[config.mk]
export PLATFORM = sky130hd
export DESIGN_NAME = gate_bank_exerciser
export DESIGN_NICKNAME = d
export VERILOG_FILES = /design/src/rtl/gate_bank_exerciser.sv
export SDC_FILE = /design/constraint.sdc
export NUM_CORES = 1
export LEC_CHECK = 0
export ABC_CLOCK_PERIOD_IN_PS = 4000
export CAP_MARGIN = 20
export CORE_MARGIN = 5
export CORE_UTILIZATION = 49
export DETAILED_ROUTE_END_ITERATION = 16
export PLACE_DENSITY = 0.81
export SLEW_MARGIN = 20
export SYNTH_ARGS = -nofsm -noshare
export SYNTH_HDL_FRONTEND = slang
export SYNTH_SLANG_ARGS = --single-unit
export TNS_END_PERCENT = 10
[constraint.sdc]
create_clock -name clk -period 4 [get_ports clk]
set_input_delay 0.8 -clock clk [delete_from_list [all_inputs] [get_ports clk]]
set_output_delay 0.8 -clock clk [all_outputs]
set_load 0.01 [all_outputs]
[src/rtl/gate_bank_exerciser.sv]
// gate_bank_exerciser: exhaustive stimulus generator and response checker for
// a combinational NOT/AND/NAND/OR/NOR/XOR/XNOR gate bank. A start pulse sweeps
// every {a,b} operand pair, compares the returned results against locally
// computed values and reports pass/fail, a mismatch count, a per-function
// fail mask and the operands of the first failing vector.
module gate_bank_exerciser #(
  parameter int DATA_WIDTH = 4,
  parameter int RESULT_LAT = 0
) (
  input  logic                    clk,
  input  logic                    rst_n,
  input  logic                    start_in,
  output logic [DATA_WIDTH-1:0]   a_out,
  output logic [DATA_WIDTH-1:0]   b_out,
  input  logic [DATA_WIDTH-1:0]   not_in,
  input  logic [DATA_WIDTH-1:0]   and_in,
  input  logic [DATA_WIDTH-1:0]   nand_in,
  input  logic [DATA_WIDTH-1:0]   or_in,
  input  logic [DATA_WIDTH-1:0]   nor_in,
  input  logic [DATA_WIDTH-1:0]   xor_in,
  input  logic [DATA_WIDTH-1:0]   xnor_in,
  output logic                    busy_out,
  output logic                    done_out,
  output logic                    pass_out,
  output logic [2*DATA_WIDTH:0]   err_count_out,
  output logic [6:0]              fail_mask_out,
  output logic [DATA_WIDTH-1:0]   first_fail_a_out,
  output logic [DATA_WIDTH-1:0]   first_fail_b_out
);

  localparam int VW = 2 * DATA_WIDTH;
  localparam int CW = VW + 1;
  localparam logic [1:0] DRAIN_LAST = 2'(RESULT_LAT > 0 ? RESULT_LAT - 1 : 0);

  typedef enum logic [1:0] {
    S_IDLE  = 2'd0,
    S_RUN   = 2'd1,
    S_DRAIN = 2'd2,
    S_DONE  = 2'd3
  } state_t;

  state_t r_state;
  state_t w_state_next;

  // The operand registers double as the vector counter: {a,b} counts 0..N-1.
  logic [DATA_WIDTH-1:0] r_a;
  logic [DATA_WIDTH-1:0] r_b;
  logic                  r_valid;
  logic [1:0]            r_drain_cnt;

  logic [CW-1:0]         r_err;
  logic [6:0]            r_mask;
  logic [DATA_WIDTH-1:0] r_ff_a;
  logic [DATA_WIDTH-1:0] r_ff_b;
  logic                  r_pass;

  logic                  w_start;
  logic                  w_last;
  logic [VW-1:0]         w_v_inc;
  logic [DATA_WIDTH-1:0] w_ea;
  logic [DATA_WIDTH-1:0] w_eb;
  logic                  w_ev;
  logic [DATA_WIDTH-1:0] w_exp [7];
  logic [DATA_WIDTH-1:0] w_got [7];
  logic [6:0]            w_mis;
  logic                  w_hit;
  logic [CW-1:0]         w_err_next;

  assign w_start = (r_state == S_IDLE) && start_in;
  assign w_last  = (&r_a) && (&r_b);
  assign w_v_inc = {r_a, r_b} + {{(VW-1){1'b0}}, 1'b1};

  // State register
  always_ff @(posedge clk or negedge rst_n) begin
    if (!rst_n) r_state <= S_IDLE;
    else        r_state <= w_state_next;
  end

  // Next-state decode: RUN ends after the all-ones vector, DRAIN covers the result latency
  always_comb begin
    w_state_next = r_state;
    case (r_state)
      S_IDLE:  if (start_in) w_state_next = S_RUN;
      S_RUN:   if (w_last) w_state_next = (RESULT_LAT > 0) ? S_DRAIN : S_DONE;
      S_DRAIN: if (r_drain_cnt == DRAIN_LAST) w_state_next = S_DONE;
      S_DONE:  w_state_next = S_IDLE;
      default: w_state_next = S_IDLE;
    endcase
  end

  // Vector generator: operands step once per RUN cycle and wrap to 0 after the last one
  always_ff @(posedge clk or negedge rst_n) begin
    if (!rst_n) begin
      r_a     <= '0;
      r_b     <= '0;
      r_valid <= 1'b0;
    end else if (w_start) begin
      r_a     <= '0;
      r_b     <= '0;
      r_valid <= 1'b1;
    end else if (r_state == S_RUN) begin
      {r_a, r_b} <= w_v_inc;
      r_valid    <= !w_last;
    end
  end

  // Drain cycle counter, held at zero outside DRAIN
  always_ff @(posedge clk or negedge rst_n) begin
    if (!rst_n)                  r_drain_cnt <= 2'd0;
    else if (r_state != S_DRAIN) r_drain_cnt <= 2'd0;
    else                         r_drain_cnt <= r_drain_cnt + 2'd1;
  end

  // Operand/valid delay line matching the gate bank's result latency
  if (RESULT_LAT > 0) begin : g_dl
    logic [DATA_WIDTH-1:0] r_dl_a [RESULT_LAT];
    logic [DATA_WIDTH-1:0] r_dl_b [RESULT_LAT];
    logic [RESULT_LAT-1:0] r_dl_v;

    // Shift operands and the valid flag one stage per clock
    always_ff @(posedge clk or negedge rst_n) begin
      if (!rst_n) begin
        for (int i = 0; i < RESULT_LAT; i++) begin
          r_dl_a[i] <= '0;
          r_dl_b[i] <= '0;
        end
        r_dl_v <= '0;
      end else begin
        r_dl_a[0] <= r_a;
        r_dl_b[0] <= r_b;
        r_dl_v[0] <= r_valid;
        for (int i = 1; i < RESULT_LAT; i++) begin
          r_dl_a[i] <= r_dl_a[i-1];
          r_dl_b[i] <= r_dl_b[i-1];
          r_dl_v[i] <= r_dl_v[i-1];
        end
      end
    end

    assign w_ea = r_dl_a[RESULT_LAT-1];
    assign w_eb = r_dl_b[RESULT_LAT-1];
    assign w_ev = r_dl_v[RESULT_LAT-1];
  end else begin : g_nodl
    assign w_ea = r_a;
    assign w_eb = r_b;
    assign w_ev = r_valid;
  end

  // Expected and returned results, indexed in fail-mask bit order
  assign w_exp[0] = ~w_ea;
  assign w_exp[1] = w_ea & w_eb;
  assign w_exp[2] = ~(w_ea & w_eb);
  assign w_exp[3] = w_ea | w_eb;
  assign w_exp[4] = ~(w_ea | w_eb);
  assign w_exp[5] = w_ea ^ w_eb;
  assign w_exp[6] = ~(w_ea ^ w_eb);

  assign w_got[0] = not_in;
  assign w_got[1] = and_in;
  assign w_got[2] = nand_in;
  assign w_got[3] = or_in;
  assign w_got[4] = nor_in;
  assign w_got[5] = xor_in;
  assign w_got[6] = xnor_in;

  for (genvar gi = 0; gi < 7; gi++) begin : g_cmp
    assign w_mis[gi] = (w_got[gi] != w_exp[gi]);
  end

  assign w_hit      = w_ev && (|w_mis);
  assign w_err_next = r_err + {{(CW-1){1'b0}}, w_hit};

  // Result accumulation; pass is latched on entry to DONE so it includes the final check
  always_ff @(posedge clk or negedge rst_n) begin
    if (!rst_n) begin
      r_err  <= '0;
      r_mask <= '0;
      r_ff_a <= '0;
      r_ff_b <= '0;
      r_pass <= 1'b0;
    end else if (w_start) begin
      r_err  <= '0;
      r_mask <= '0;
      r_ff_a <= '0;
      r_ff_b <= '0;
      r_pass <= 1'b0;
    end else begin
      if (w_hit) begin
        r_err  <= w_err_next;
        r_mask <= r_mask | w_mis;
        if (r_err == '0) begin
          r_ff_a <= w_ea;
          r_ff_b <= w_eb;
        end
      end
      if ((w_state_next == S_DONE) && (r_state != S_DONE)) begin
        r_pass <= (w_err_next == '0);
      end
    end
  end

  assign a_out            = r_a;
  assign b_out            = r_b;
  assign busy_out         = (r_state == S_RUN) || (r_state == S_DRAIN);
  assign done_out         = (r_state == S_DONE);
  assign pass_out         = r_pass;
  assign err_count_out    = r_err;
  assign fail_mask_out    = r_mask;
  assign first_fail_a_out = r_ff_a;
  assign first_fail_b_out = r_ff_b;

endmodule

# --- Word-level counts from Yosys, hierarchy flattened ---
# Cells that the tools add are included.
word_totals:
  register_bits: 38
  input_bits: 31
  out_inout_bits: 35
  word_cells: 75
classes:
  add_sub_neg: 3
  n_eq_ne: 13
  mux: 23
  bitwise_logic: 8
  n_reduce_logical: 18
ops:
  columns: ["operator", "count"]
  rows:
  - ["$mux W4", 10]
  - ["$ne A4 B4 Y1", 7]
  - ["$logic_not A9 Y1", 2]
  - ["$mux W9", 2]
  - ["$not A4 Y4", 4]
  - ["$mux W7", 2]
  - ["$add A9 B1 Y9", 1]
  - ["$add A8 B1 Y8 const B", 1]
  - ["$mux W2", 4]
  - ["$pmux W2 S4", 1]
  - ["$reduce_and A4 Y1", 2]
  - ["$reduce_bool A2 Y1", 4]
  - ["$or A7 B7 Y7", 1]
  - ["$reduce_or A7 Y1", 1]
  - ["$eq A2 B2 Y1 const B", 3]
  - ["$and A4 B4 Y4", 1]
  - ["$logic_and A1 B1 Y1", 4]
  - ["$logic_not A2 Y1", 2]
  - ["$mux W1", 4]
  - ["$ne A2 B2 Y1 const B", 2]
  - ["$or A4 B4 Y4", 1]
  - ["$xor A4 B4 Y4", 1]
  - ["$add A2 B1 Y2 const B", 1]
  - ["$eq A2 B1 Y1 const B", 1]
  - ["3 further kinds", 3]

# --- Logic depth before layout (Yosys ltp) ---
# Gate-level depths: netlist (run 1).
depth:
  ltp_word: 9
  ltp_mapped: 15
  ltp_nobuf: 14

# --- Least setup slack after synthesis (run 1) ---
# No wires, ideal clock.
synth_timing:
  path_kind: "register -> register"
  start: "reg r_a[0], in the netlist a_out[0]"
  end: "reg r_err[8], in the netlist err_count_out[8]"
  setup_ns: 0.120
  arrival_time_ns: 2.823
  t_required_ns: 3.880
  path_slack_ns: 1.057
  stages_incl_launch_ff: 16
  path_buffers: 1
  period_less_slack_ns: 2.943
  cell_sequence: "dfrtp_1 inv_1 ha_1 xnor2_1 nor4_1 and3_1 buf_2 a21boi_2 ha_1 ha_1 nand2_1 nor2_1 nand2_1 nor2_1 a21oi_1 a31o_2"
synth_via:
  elab_chain_cells: 8
  word_cells_on_any_way: 20
  classes_between: "add/sub (1); eq/ne (7); mux (2); bitwise (7); reduce/logical (3)"
synth_rtl:
  columns: ["item", "line_no", "rtl"]
  rows:
  - ["from (decl)", "46", "logic [DATA_WIDTH-1:0] r_a;"]
  - ["from (signal assigned)", "102", "{r_a, r_b} <= w_v_inc;"]
  - ["$and A4 B4 Y4 (tied with other cells)", "151, 152", null]
  - ["$not A4 Y4, on equally long branches", "152, 154, 156", null]
  - ["$ne A4 B4 Y1", "167", "assign w_mis[gi] = (w_got[gi] != w_exp[gi]);"]
  - ["$reduce_or A7 Y1 (*)", "170", "assign w_hit = w_ev && (|w_mis);"]
  - ["$logic_and A1 B1 Y1 (*)", "170", null]
  - ["$add A9 B1 Y9", "171", "assign w_err_next = r_err + {{(CW-1){1'b0}}, w_hit};"]
  - ["$mux W9", "188", "if (w_hit) begin"]
  - ["$mux W9", "181", "end else if (w_start) begin"]
  - ["to (signal assigned)", "189", "r_err <= w_err_next;"]
  - ["to (decl)", "51", "logic [CW-1:0] r_err;"]
# Mark *: on every way between the ends. The rest lies on a longest branch, timed or not. The select of a mux whose other input is x is not followed.
# A chain may end at the register's enable or synchronous reset.

# --- Final worst setup path (run 1) ---
layout_timing:
  start: "reg r_a[2], in the netlist a_out[2]"
  end: "reg r_pass, in the netlist pass_out"
layout_via:
  elab_chain_cells: 9
  word_cells_on_any_way: 27
  classes_between: "add/sub (1); eq/ne (8); mux (4); bitwise (7); reduce/logical (7)"
layout_rtl:
  columns: ["item", "line_no", "rtl"]
  rows:
  - ["$and A4 B4 Y4 (tied with other cells)", "151, 152", null]
  - ["$not A4 Y4, on equally long branches", "152, 154, 156", null]
  - ["$ne A4 B4 Y1", "167", null]
  - ["$reduce_or A7 Y1", "170", null]
  - ["$logic_and A1 B1 Y1", "170", null]
  - ["$add A9 B1 Y9", "171", null]
  - ["$logic_not A9 Y1", "197", "r_pass <= (w_err_next == '0);"]
  - ["$mux W1", "196", "if ((w_state_next == S_DONE) && (r_state != S_DONE)) begin"]
  - ["$mux W1", "181", null]
  - ["to (signal assigned)", "197", null]
  - ["to (decl)", "55", "logic r_pass;"]
# Several ways; a longest one is shown, not always the timed one. The select of a mux whose other input is x is not followed.

==> results of run 1 <==
[layout by cell type (no fill, tap or decap), types with 2 or more instances in the layout]
cell / netlist / final
nand2_1: 31 / 31
mux2i_1: 12 / 12
nor4_1: 4 / 4
clkdlybuf4s50_1: 0 / 64
xnor2_1: 25 / 25
nand3_1: 5 / 5
ha_1: 17 / 17
xor2_1: 12 / 12
and2_1: 3 / 3
a21oi_1: 18 / 18
nor2b_1: 2 / 2
nor3_1: 6 / 6
clkbuf_8: 0 / 6
inv_1: 19 / 19
dfrtp_1: 38 / 38
or3_1: 4 / 4
o21ai_0: 3 / 3
nand4_1: 9 / 9
a31o_2: 4 / 4
nor2_1: 29 / 29
[critical path, stage by stage (launching register included)]
cell and delay [ns]:
dfrtp_1 0.51, inv_1 0.12, ha_1 0.36, xnor2_1 0.14, nor4_1 0.50, and3_1 0.37, a21boi_2 0.15, ha_1 0.25
ha_1 0.25, nor3_1 0.20, a31oi_1 0.06, nor4_1 0.21, o221ai_1 0.18, mux2i_1 0.14
[logic make-up (layout without fill, tap and decap cells)]
family	count (synthesis)	count (layout)	synth area share, %
simple gates	98	98	19.92
flops	38	38	39.32
xor+xnor	37	37	13.40
compound gates	32	32	8.174
buf+inv	30	93	5.432
fa+ha+maj	17	17	8.794
mux	12	12	4.967
[worst paths after layout]
check	start	end	slack [ns]	depth (start not counted)
setup / recovery	a_out[2]	pass_out	0.49	13
hold / removal	r_drain_cnt[0]	r_drain_cnt[0]	0.43	1
setup reg to reg	a_out[2]	pass_out	0.49	13
hold reg to reg	r_drain_cnt[0]	r_drain_cnt[0]	0.43	1
max in group asynchronous	rst_n	r_state[1]	2.87	1
min in group asynchronous	rst_n	fail_mask_out[0]	0.60	1
[registers in the layout (all words and copies together), names as in the netlist]
| register | count |
|---|---|
| pass_out | 1 |
| b_out | 4 |
| err_count_out | 9 |
| r_drain_cnt | 2 |
| first_fail_b_out | 4 |
| r_valid | 1 |
| a_out | 4 |
| first_fail_a_out | 4 |
| r_state | 2 |
| fail_mask_out | 7 |
[per-layer routing]
layer	GRT usage, %	wire length, µm
met3	4.821	352
met5	0	0
met4	6.419	121
met1	24.42	2558
met2	34.35	3008
[final cells by class]
cell class | instances | area, µm² | area share (%)
Multi-Input combinational cell | 196 | 1336 | 41.88
Sequential cell | 38 | 950.9 | 29.80
Timing Repair Buffer | 66 | 653.1 | 20.47
Tap cell | 67 | 83.83 | 2.627
Clock buffer | 6 | 82.58 | 2.588
Inverter | 19 | 71.32 | 2.235
Clock inverter | 2 | 12.51 | 0.3922
[per-stage QoR]
step           setup WS, ns  area, µm²  power (mW)
6_report             0.4931       3191       1.999
3_5_place_dp         0.2869       3095       1.723
4_1_cts              0.5170       3191       2.013
3_3_place_gp         0.3760       3095       1.690
2_1_floorplan         1.057       2419       1.311
5_1_grt              0.2448       3191       2.149
[report_power, final]
part	switching, mW	total (mW)	internal [mW]
Clock	0.141	0.280	0.139
Sequential	0.179	0.681	0.502
Combinational	0.491	1.04	0.547
==> out/summary.txt, run 1 <==
Fin Setup TNS -> 0 ns
1st-pass router iterations -> 5
Synth area leader -> dfrtp_1
Nets@finish -> 374
Fillers -> 419
CP Data Required Time -> 4.22 ns
Yosys top cell area share -> 39.32%
Crit Path Max Fanout -> 7
Post-Route WL -> 6041 µm
Placed Cells -> 386
Post-synthesis sequential area ratio -> 39.32%
YS warnings -> 0
Syn Nets -> 312
Worst min path class -> reg2reg
Power density over the cells -> 626.5 mW/mm²
Fraction of layout cells with a size suffix above 1 -> 5.505%
IO Port Bufs -> 65
Tot GR Track Use -> 19.97%
CTS clk-pin slew, worst paths -> 0.08 ns
Final setup vio count -> 0
Top Ports -> 66
Number of synthesized flops with an enable pin -> 0
Count leader, synth -> dfrtp_1
Startpoint Class -> flip-flop
RSZ-0062 raised after global routing -> false
Die H -> 80.26 µm
Total core area -> 0.004755 mm²
Worst slew margin -> 33.27%
Setup bufs post-CTS -> 0
CTS tree -> done
Hold WS -> 0.4254 ns
Final Hold Vio Count -> 0
Clk Latency, worst-skew pair -> 0.29 ns
Layout Cells excl Fill -> 394
Largest net degree at the start of global routing -> 39
CP Class -> reg2reg
Period utilization -> 87.67%
Synth Instances -> 264
Post-synth ARST share -> 100.0%
Vias in the first global route -> 2111
Max cap viols -> 0
DR iter-0 viols -> 81
Max-slew violation count -> 0
Status -> completed
First-pass GRT wire length -> 10040 µm
Post-CTS resize count -> 0
Critical Path AT -> 3.73 ns
Actual slew at the worst max-slew pin -> 1.001 ns
Main synth FF type -> dfrtp_1
Worst clock skew -> 0.006916 ns
Via-per-instance ratio -> 5.335
Fmax -> 285.2 MHz
Root Driver -> clkbuf_8
Leak Pwr -> 1.382 nW
Clock Path Buffers -> 2
Core Util, Final -> 67.11%
ANT cells -> 0
CTS H-tree lvls -> 2
Avg Inst Size Synth -> 9.161 µm²
Initial Util -> 50.87%
Critical Path End Type -> flip-flop
Core Rows -> 25
DR vias -> 2102
Routed Antenna Nets -> 0
TritonCTS Buffers -> 5
GP Congestion -> 0.8959
Die W -> 80.26 µm
Synthesis-stage register bit count -> 38
Area delta synth->final -> 31.92%
Post-DP HPWL -> 4576 µm
Global route overflow -> 0
Netlist cell types -> 34
Full die area -> 0.006441 mm²
Synth top cells by count -> dfrtp_1, nand2_1, nor2_1, xnor2_1, inv_1
Tmin final -> 3.507 ns
Hold_buf cts -> 0
Synth top area cells -> dfrtp_1, xnor2_1, ha_1
Drt wl/cell -> 15.33 µm
Initial antenna violation count -> 0
Synthesized cell area -> 0.002419 mm²
Total clock sinks -> 38
# DRC -> 0
Peak supply drop -> 509.8 µV
No activity file was read; power rests on OpenSTA's default activity.
==> run 2, diff against run 1 <==
CTS_CLUSTER_DIAMETER = 80   (was unset)
==> results of run 2 <==
No change in the layout: final DEF, timing and power equal those of run 1.
